[src/rtl/vga_draw_pkg.sv]
// vga_draw_pkg: shared types and constants for the sprite draw path
package vga_draw_pkg;
  typedef enum logic [1:0] {IDLE, DRAW, DONE} state_t;
  localparam int SCREEN_W = 160;
  localparam int SCREEN_H = 120;
  localparam int SPRITE_SIDE = 4;
  localparam int PIX_CNT_W = 4;
  function automatic int onehot_idx(input logic [7:0] v);
    onehot_idx = 0;
    for (int i = 0; i < 8; i++) if (v[i]) onehot_idx = i;
  endfunction
endpackage

[src/rtl/rr_arbiter_n.sv]
// rr_arbiter_n: combinational round-robin pick, searching upward from last_grant+1
//   req        requests, one bit per requester
//   last_grant index of the most recently served requester
//   pick       one-hot winner (zero when no request)
//   valid      any request pending
module rr_arbiter_n #(
  parameter int N_REQ = 3,
  localparam int LG = $clog2(N_REQ)
) (
  input  logic [N_REQ-1:0] req,
  input  logic [LG-1:0]    last_grant,
  output logic [N_REQ-1:0] pick,
  output logic             valid
);
  logic [LG-1:0] j;
  always_comb begin
    pick = '0;
    j = '0;
    // descending walk so the nearest requester after last_grant is assigned last and wins
    for (int i = N_REQ; i >= 1; i--) begin
      j = LG'((int'(last_grant) + i) % N_REQ);
      if (req[j]) pick = N_REQ'(1) << j;
    end
  end
  assign valid = |req;
endmodule

[src/rtl/sprite_draw_arbiter.sv]
// sprite_draw_arbiter: shares the VGA write port among sprite requesters, scanning 4x4 sprites
//   clk, reset                 clock and synchronous active-high reset
//   req/req_x/req_y/req_colour/req_erase  packed per-requester sprite requests
//   grant, done, busy          handshake back to requesters
//   vga_x/vga_y/vga_colour/vga_plot       registered pixel stream to the adapter
//   SPRITE_DRAW_CLIP_EN        suppresses plots outside the 160x120 screen
module sprite_draw_arbiter import vga_draw_pkg::*; #(
  parameter int N_REQ = 3,
  parameter int X_W = 8,
  parameter int Y_W = 7,
  parameter int C_W = 3
) (
  input  logic               clk,
  input  logic               reset,
  input  logic [N_REQ-1:0]   req,
  input  logic [N_REQ*X_W-1:0] req_x,
  input  logic [N_REQ*Y_W-1:0] req_y,
  input  logic [N_REQ*C_W-1:0] req_colour,
  input  logic [N_REQ-1:0]   req_erase,
  output logic [N_REQ-1:0]   grant,
  output logic [N_REQ-1:0]   done,
  output logic               busy,
  output logic [X_W-1:0]     vga_x,
  output logic [Y_W-1:0]     vga_y,
  output logic [C_W-1:0]     vga_colour,
  output logic               vga_plot
);
  localparam int LG = $clog2(N_REQ);
`ifdef SPRITE_DRAW_CLIP_EN
  localparam int CLIP = 1;
`else
  localparam int CLIP = 0;
`endif
  // one extra sum bit when clipping so wrapped coordinates land off-screen
  localparam int XS = X_W + CLIP;
  localparam int YS = Y_W + CLIP;
  state_t state, state_n;
  logic [PIX_CNT_W-1:0] count, count_n;
  logic [X_W-1:0] bx, bx_n;
  logic [Y_W-1:0] by, by_n;
  logic [C_W-1:0] col, col_n;
  logic [N_REQ-1:0] pick;
  logic valid;
  logic [LG-1:0] last_grant, pidx;
  logic [XS-1:0] sx;
  logic [YS-1:0] sy;
  logic on_screen;
  rr_arbiter_n #(.N_REQ(N_REQ)) u_rr (.req(req), .last_grant(last_grant), .pick(pick), .valid(valid));
  assign pidx = LG'(onehot_idx(8'(pick)));
  assign busy = state != IDLE;
  // outputs are registered from next state/count so pixel 0 appears the cycle after the latch
  always_comb begin
    state_n = state == IDLE ? (valid ? DRAW : IDLE) : state == DRAW ? (&count ? DONE : DRAW) : IDLE;
    count_n = state == DRAW ? count + PIX_CNT_W'(1) : '0;
    bx_n = state == IDLE ? req_x[pidx*X_W +: X_W] : bx;
    by_n = state == IDLE ? req_y[pidx*Y_W +: Y_W] : by;
    col_n = state == IDLE ? (req_erase[pidx] ? '0 : req_colour[pidx*C_W +: C_W]) : col;
    sx = XS'(bx_n) + XS'(count_n[1:0]);
    sy = YS'(by_n) + YS'(count_n[3:2]);
  end
`ifdef SPRITE_DRAW_CLIP_EN
  assign on_screen = sx < XS'(SCREEN_W) && sy < YS'(SCREEN_H);
`else
  assign on_screen = 1'b1;
`endif
  always_ff @(posedge clk) begin
    if (reset) begin
      state <= IDLE;
      count <= '0;
      bx <= '0;
      by <= '0;
      col <= '0;
      last_grant <= LG'(N_REQ - 1);
      grant <= '0;
      done <= '0;
      vga_plot <= 1'b0;
      vga_x <= '0;
      vga_y <= '0;
      vga_colour <= '0;
    end else begin
      state <= state_n;
      count <= count_n;
      bx <= bx_n;
      by <= by_n;
      col <= col_n;
      grant <= state_n == DRAW ? (state == IDLE ? pick : grant) : '0;
      done <= state_n == DONE ? grant : '0;
      if (state_n == DONE) last_grant <= LG'(onehot_idx(8'(grant)));
      vga_plot <= state_n == DRAW && on_screen;
      vga_x <= sx[X_W-1:0];
      vga_y <= sy[Y_W-1:0];
      vga_colour <= col_n;
    end
  end
endmodule
[config.mk]
export PLATFORM = sky130hd
export DESIGN_NAME = sprite_draw_arbiter
export DESIGN_NICKNAME = d
export VERILOG_FILES = /design/src/rtl/vga_draw_pkg.sv /design/src/rtl/rr_arbiter_n.sv /design/src/rtl/sprite_draw_arbiter.sv
export SDC_FILE = /design/constraint.sdc
export NUM_CORES = 1
export LEC_CHECK = 0
export CORE_MARGIN = 8
export CORE_UTILIZATION = 46
export DETAILED_ROUTE_END_ITERATION = 8
export PLACE_DENSITY_LB_ADDON = 0.2
export REMOVE_ABC_BUFFERS = 1
export SYNTH_ARGS = -nofsm -noshare
export SYNTH_HDL_FRONTEND = slang
export SYNTH_SLANG_ARGS = --single-unit
export TNS_END_PERCENT = 10
[constraint.sdc]
create_clock -name clk -period 4.5 [get_ports clk]
set_input_delay 0.9 -clock clk [delete_from_list [all_inputs] [get_ports clk]]
set_output_delay 0.9 -clock clk [all_outputs]
set_load 0.05 [all_outputs]
Word level (Yosys, flattened, before mapping)

Cells that the tools add are included.

Div/mod/pow operators: 3
Reductions and logical operators: 6
$mul: 2
Shift operators: 6
Bitwise operators: 2
Order comparisons: 4
$add $sub $neg: 6
Muxes and demuxes: 23
Equality and inequality tests: 3

Operators with widths:

| cell                                                        | number |
|---|---|
| remainder unit 32 x 3 -> 32 bit (second input constant)     | 3 |
| indexed part select 24 x 6 -> 8 bit                         | 1 |
| indexed part select 21 x 6 -> 7 bit                         | 1 |
| less-than comparator 2 x 3 -> 1 bit (second input constant) | 4 |
| two-way mux 3 bit                                           | 4 |
| two-way mux 2 bit                                           | 5 |
| indexed part select 9 x 5 -> 3 bit                          | 1 |
| left shift 1 x 2 -> 3 bit (first input constant)            | 3 |
| adder 8 x 2 -> 8 bit                                        | 1 |
| binary-select mux 1 bit (select 2 bit)                      | 4 |
| two-way mux 8 bit                                           | 1 |
| adder 7 x 2 -> 7 bit                                        | 1 |
| two-way mux 1 bit                                           | 7 |
| two-way mux 7 bit                                           | 1 |
| adder 2 x 2 -> 3 bit (second input constant)                | 2 |
| multiplier 2 x 3 -> 5 bit (second input constant)           | 1 |
| adder 4 x 1 -> 4 bit (second input constant)                | 1 |
| equality test 2 x 1 -> 1 bit (second input constant)        | 2 |
| multiplier 2 x 2 -> 4 bit (second input constant)           | 1 |
| two-way mux 4 bit                                           | 1 |
| AND reduction 4 bit                                         | 1 |
| OR reduction 2 bit                                          | 2 |
| adder 2 x 1 -> 3 bit (second input constant)                | 1 |
| OR reduction 3 bit                                          | 1 |
| 4 further kinds                                             | 5 |

Flip-flop bits (word level): 48
Input bits: 62
Output and inout bits: 26
Word-level logic and storage cells: 66

Longest topological paths before layout

Depth after elaboration: 13
Gate-level depth with buffers: 17
Mapped depth without buffers: 14

Cells and area by module

From an unflattened synthesis, not the netlist that was laid out.

Cells, all modules: 285
Area, all modules: 2519.9 um^2

Modules (own cells, without submodules):

| module              | area each (um^2) | times used | seq. area each (um^2) | cells an instance |
|---|---|---|---|---|
| sprite_draw_arbiter | 2280.9           | 1          | 960.9                 | 251 |
| rr_arbiter_n        | 239.0            | 1          | 0.0                   | 34 |

Worst setup path after synthesis

No wires, ideal clock.

Path type: input to register
Start: input req[1]
End: register vga_x[7]
Stages: 13
Path buffers: 3
Data arrival time: 3298 ps
Setup time: 123 ps
Slack: 1078 ps
Required time: 4377 ps
Cells stage by stage: nor2b_1 > o21ai_0 > a31o_2 > buf_2 > buf_1 > buf_2 > a311oi_1 > a21o_1 > ha_1 > a21o_1 > nand3_1 > nor4_1 > mux2_1

Cells in the longest elaborated chain, start to end: 10
Elaborated cells on any way between the ends: 14
Those cells by class: add/sub: 1; shift: 1; mux: 12

Ends and longest elaborated chain:

| item                                    | line                      | source |
|---|---|---|
| start, declared                         | sprite_draw_arbiter.sv:15 | `input logic [N_REQ-1:0] req,` |
| binary-select mux 1 bit (select 2 bit)  | rr_arbiter_n.sv:22        | `if (req[j]) pick = N_REQ'(1) << j;` |
| two-way mux 1 bit (not written as such) | rr_arbiter_n.sv:22        |  |
| two-way mux 3 bit (2 in a row)          | rr_arbiter_n.sv:22        |  |
| two-way mux 3 bit (*)                   | rr_arbiter_n.sv:22        |  |
| two-way mux 1 bit                       | vga_draw_pkg.sv:10        | `for (int i = 0; i < 8; i++) if (v[i]) onehot_idx = i;` |
| two-way mux 2 bit (*)                   | vga_draw_pkg.sv:10        |  |
| indexed part select 24 x 6 -> 8 bit (*) | sprite_draw_arbiter.sv:55 | `bx_n = state == IDLE ? req_x[pidx*X_W +: X_W] : bx;` |
| two-way mux 8 bit (*)                   | sprite_draw_arbiter.sv:55 |  |
| via bx_n[1]                             | sprite_draw_arbiter.sv:39 | `logic [X_W-1:0] bx, bx_n;` |
| adder 8 x 2 -> 8 bit (*)                | sprite_draw_arbiter.sv:58 | `sx = XS'(bx_n) + XS'(count_n[1:0]);` |
| end signal, assigned                    | sprite_draw_arbiter.sv:90 | `vga_x <= sx[X_W-1:0];` |
| end, declared                           | sprite_draw_arbiter.sv:23 | `output logic [X_W-1:0] vga_x,` |

The timed path passes the listed nets; every way through them passes the cells marked *. The select of a mux whose other input is x is not followed.
A chain may end at the register's enable or synchronous reset.

Worst setup path in the final report

Start: input req[2]
End: register vga_y[6]

Cells in the longest elaborated chain, start to end: 11
Elaborated cells on any way between the ends: 15
Those cells by class: add/sub: 1; mul: 1; shift: 1; mux: 12

Ends and longest elaborated chain:

| item                                    | line                      | source |
|---|---|---|
| binary-select mux 1 bit (select 2 bit)  | rr_arbiter_n.sv:22        |  |
| two-way mux 1 bit (not written as such) | rr_arbiter_n.sv:22        |  |
| two-way mux 3 bit (2 in a row)          | rr_arbiter_n.sv:22        |  |
| two-way mux 3 bit (*)                   | rr_arbiter_n.sv:22        |  |
| two-way mux 1 bit                       | vga_draw_pkg.sv:10        |  |
| two-way mux 2 bit (*)                   | vga_draw_pkg.sv:10        |  |
| multiplier 2 x 3 -> 5 bit (*)           | sprite_draw_arbiter.sv:56 | `by_n = state == IDLE ? req_y[pidx*Y_W +: Y_W] : by;` |
| indexed part select 21 x 6 -> 7 bit (*) | sprite_draw_arbiter.sv:56 |  |
| two-way mux 7 bit (*)                   | sprite_draw_arbiter.sv:56 |  |
| via by_n[0]                             | sprite_draw_arbiter.sv:40 | `logic [Y_W-1:0] by, by_n;` |
| adder 7 x 2 -> 7 bit (*)                | sprite_draw_arbiter.sv:59 | `sy = YS'(by_n) + YS'(count_n[3:2]);` |
| end signal, assigned                    | sprite_draw_arbiter.sv:91 | `vga_y <= sy[Y_W-1:0];` |
| end, declared                           | sprite_draw_arbiter.sv:24 | `output logic [Y_W-1:0] vga_y,` |

Marks and branches as above.

==> reports/summary.md <==
The number of iterations in the first detailed-routing pass was 4. On the worst path, the slowest cell contributes a delay of 0.49 ns. In this run the vertical extent of the chip is 91.5 um.

The clock sink total is 48. Walking the worst path, the cells encountered are clkdlybuf4s50_1 -> mux2i_1 -> o211ai_1 -> o2bb2ai_2 -> o21a_1 -> nand2_1 -> a311oi_1 -> a21o_1 -> ha_1 -> fa_1 -> o21ai_0 -> nor4_2 -> mux2_1. Nature of the critical path startpoint: a primary input. Dividing the detail-routed via count by the number of cells gives 5.37.

For the first-pass GRT wire length, the log shows 12,000 um. Final critical delay including setup and external delays: 3.96 ns. After layout, the design draws a total of 1.11 mW. The post-detailed-route DRC marker count came out at 0. Global-route total usage across every layer: 0.174. The end point of the worst hold path is col[1]. The area growth from synthesis to layout is 39.6%. The starting utilization of the core area is 0.476. The wire-length estimate of the detail-placed layout is 5690 um.

Ratio of final minimum period to clock period: 0.880. The congestion estimate from routability-driven global placement came to 0.878. In this run the remaining antenna-violating nets after routing total 0. 0 antenna diodes ended up in the layout. The count of max-cap constraint violations was 0; the clock transition at the registers of the reported paths was 0.09 ns.

The initial antenna violation count is 0, and the share of layout cells above drive strength 1 is 0.0789. The worst slew margin relative to its limit was 0.492; the total vias in the final route was 2,495. The run gives 0 as the global-route congestion overflow total. VDD sags by at most 0.185 mV. The start point of the worst hold path is col[1].

The total core area came out at 5510 um2. The flow ran to the end, and the final reports show no timing, DRC or antenna violations. Summed over all cells, the static leakage comes to 1.46 nW. Count of boundary I/O pins: 88.

STA classifies the critical path endpoint as a flop. The run gives 0 as the post-CTS repair timing setup buffer count. Length in cells of the worst reg-to-reg path: 14.

The worst register-to-register path begins at last_grant[0]. The power per cell area is 303 nW/um2, and the pin slew with the least headroom to its limit is 0.759 ns. The share of flip-flops with an asynchronous set or reset after synthesis was 0.

The tightest min-delay check is of the flop to flop type. The logs give 27 for the row count and 0 for the hold buffer count at cts. Counting distinct cell types in the post-synthesis netlist gives 52.

The tools report the capturing point of the worst reg2reg path as vga_y[6]. The post-detailed-placement cell area came out at 3550 um2. The number of buffers added on ports works out to 87. The die covers 8370 um2. In the post-synthesis netlist, the biggest area contributors are dfxtp_1, nor2_1, nand2_1, ha_1, nor2b_1. The mapped netlist covers 2620 um2. The synthesized design contains 48 register bits. The most used flip-flop cell after synthesis is dfxtp_1. CTS placed an instance of clkbuf_8 at the clock tree root. Summed over all layers, the routed wires come to 7410 um. The dominant cell type by area after synthesis is dfxtp_1.

Along the worst path, the maximum fanout reaches 11. The slowest stage of the critical path belongs to the cell clkdlybuf4s50_1. TritonCTS built the clock tree. For this run, the top clock speed supported by timing is 253 MHz. At the worst endpoint, the required time is 4.69 ns. The worst setup path category was primary input to flop. Buffers inserted during clock tree synthesis total 5. In the final timing run, aggregate negative setup slack is 0 ns.

The clock skew after layout is 0.00552 ns, and the total of fill cells in the finished design is 464. At the worst endpoint, the arrival time is 4.15 ns. The number of instances resized during post-cts repair is 0, and the final design instance area without fill is 3660 um2. The number of global-route vias before repair was 2,514. Measured along the x axis, the die boundary spans 91.5 um. The share of the yosys chip area belonging to registers is 0.366, and the count of endpoints failing hold in the final timing report is 0.

In this run, synthesis inferred 0 flip-flops with an integrated enable. The detailed-route wire length per cell was 15.9 um. Setup repair after global routing left no endpoint under its margin. The number of H-tree branching levels is 2, and the top cell type's share of synthesized area is 0.366. Setup slack on the worst reg-to-reg path comes out at 0.61 ns. The detailed router finished its first iteration with 92 violations. Clock latency on the worst-skew pair, taken at its later pin, is 0.30 ns. The tools report the number of cells produced by synthesis as 308. The worst-case clock buffer depth is 2.

Entering global routing, the biggest net connects 26 pins. The run gives 465 as the number of nets in the final layout. For the max-slew violation count, the log shows 0. Hold timing on the final database bottoms out at a slack of 0.465 ns.

Setup violations remaining at the end of the flow were counted as 0. Each instance of the synthesized netlist takes up on average 8.51 um2. Number of warning messages in the yosys log: 0. The worst hold path was traced through 2 stages.
[kinds of logic after synthesis]
| family | Yosys count | share of synthesized area |
|---|---|---|
| AND/OR/NAND/NOR | 136 | 0.253 |
| flip-flops | 48 | 0.366 |
| AO/OA/AOI/OAI | 68 | 0.198 |
| adder cells (fa/ha/maj) | 11 | 0.0582 |
| XOR/XNOR | 7 | 0.0234 |
| buffers and inverters | 25 | 0.0434 |
| multiplexers | 13 | 0.0582 |
[placed cells by master, fill, tap and decap left out, types with 3 or more instances in the layout]
cell type	instances
nand2_1	32
a311oi_1	4
mux2_1	3
o211ai_1	8
o21a_1	4
clkbuf_8	5
or2_2	4
nand3_1	13
nor2_1	36
xnor2_1	5
nand2b_1	3
o21ai_0	13
and2_1	8
nor3_1	10
a21o_1	6
clkdlybuf4s50_1	87
dfxtp_1	48
mux2i_1	5
ha_1	9
o2111ai_1	4
inv_1	8
buf_4	7
a21oi_1	11
nor2b_1	17
nor4_1	3
[how the worst max path moves through the flow]
stage | start | endpoint | slack, ns | cells past startpoint
after detailed placement | req[2] | vga_x[7] | 0.24 | 13
final | req[2] | vga_y[6] | 0.54 | 13
after floorplan | last_grant[0] | vga_y[6] | 1.05 | 14
after CTS | req[0] | vga_y[6] | 0.54 | 13
after global placement | req[1] | vga_y[6] | 0.37 | 13
after global routing | req[1] | vga_y[6] | 0.25 | 13
[metrics by stage]
stage	util	worst slack (ns)	instances
3_5_place_dp	0.645	0.238	457
5_1_grt	0.665	0.253	465
4_1_cts	0.665	0.543	465
3_3_place_gp	0.645	0.371	457
2_1_floorplan	-	1.05	291
6_report	0.665	0.540	465
[worst max-delay path: cells and delay by family]
family                   cells  cell delay (ns)
AO/OA/AOI/OAI                6             1.48
adder cells (fa/ha/maj)      2             0.39
AND/OR/NAND/NOR              2             0.31
multiplexers                 2             0.57
buffers and inverters        1             0.49
[routing by layer]
metal,GRT usage,vias up,wire length (um)
li1,-,1242,-
met1,0.194,1183,3130
met2,0.316,55,3830
met3,0.0395,15,329
met4,0.0587,0,125
met5,0,-,0
[registers in the layout (all words and copies together), names as in the netlist]
register and cells:
bx 8, by 7, col 3, count 4, done 3, grant 3, last_grant 2, state 2
vga_plot 1, vga_x 8, vga_y 7
[power by group]
| part | total (mW) | internal (mW) | switching (mW) | leakage, nW |
|---|---|---|---|---|
| combinational | 0.333 | 0.147 | 0.186 | 1.01 |
| sequential | 0.469 | 0.457 | 0.0116 | 0.395 |
| clock | 0.308 | 0.165 | 0.143 | 0.0552 |
| total | 1.11 | 0.770 | 0.340 | 1.46 |
[cells in the mapped netlist (all sizes together), types with 2 or more instances]
cell	number
o21a	4
fa	2
a22oi	2
nand2b	3
a21oi	11
a21o	6
o31a	2
nor4	4
or2	5
a31o	2
nand3	13
inv	8
o21ai	15
nand3b	2
xnor2	5
mux2i	7
nor3	10
nor2	36
o211ai	8
nand2	32
and3	2
nor3b	2
a311oi	4
buf	9
clkbuf	8
o2111ai	4
and2	8
mux2	6
xor2	2
nor2b	17
a221oi	2
or3	2
dfxtp	48
ha	9
[layout make-up]
type	count	area [um2]	area share
multi-input cells	235	1550	0.423
flip-flops and latches	48	961	0.263
repair buffers	94	923	0.252
well taps	72	90.1	0.0246
clock buffers	6	72.6	0.0198
clock inverters	2	35.0	0.00957
inverters	8	30.0	0.00821
No activity file was read; power rests on OpenSTA's default activity.
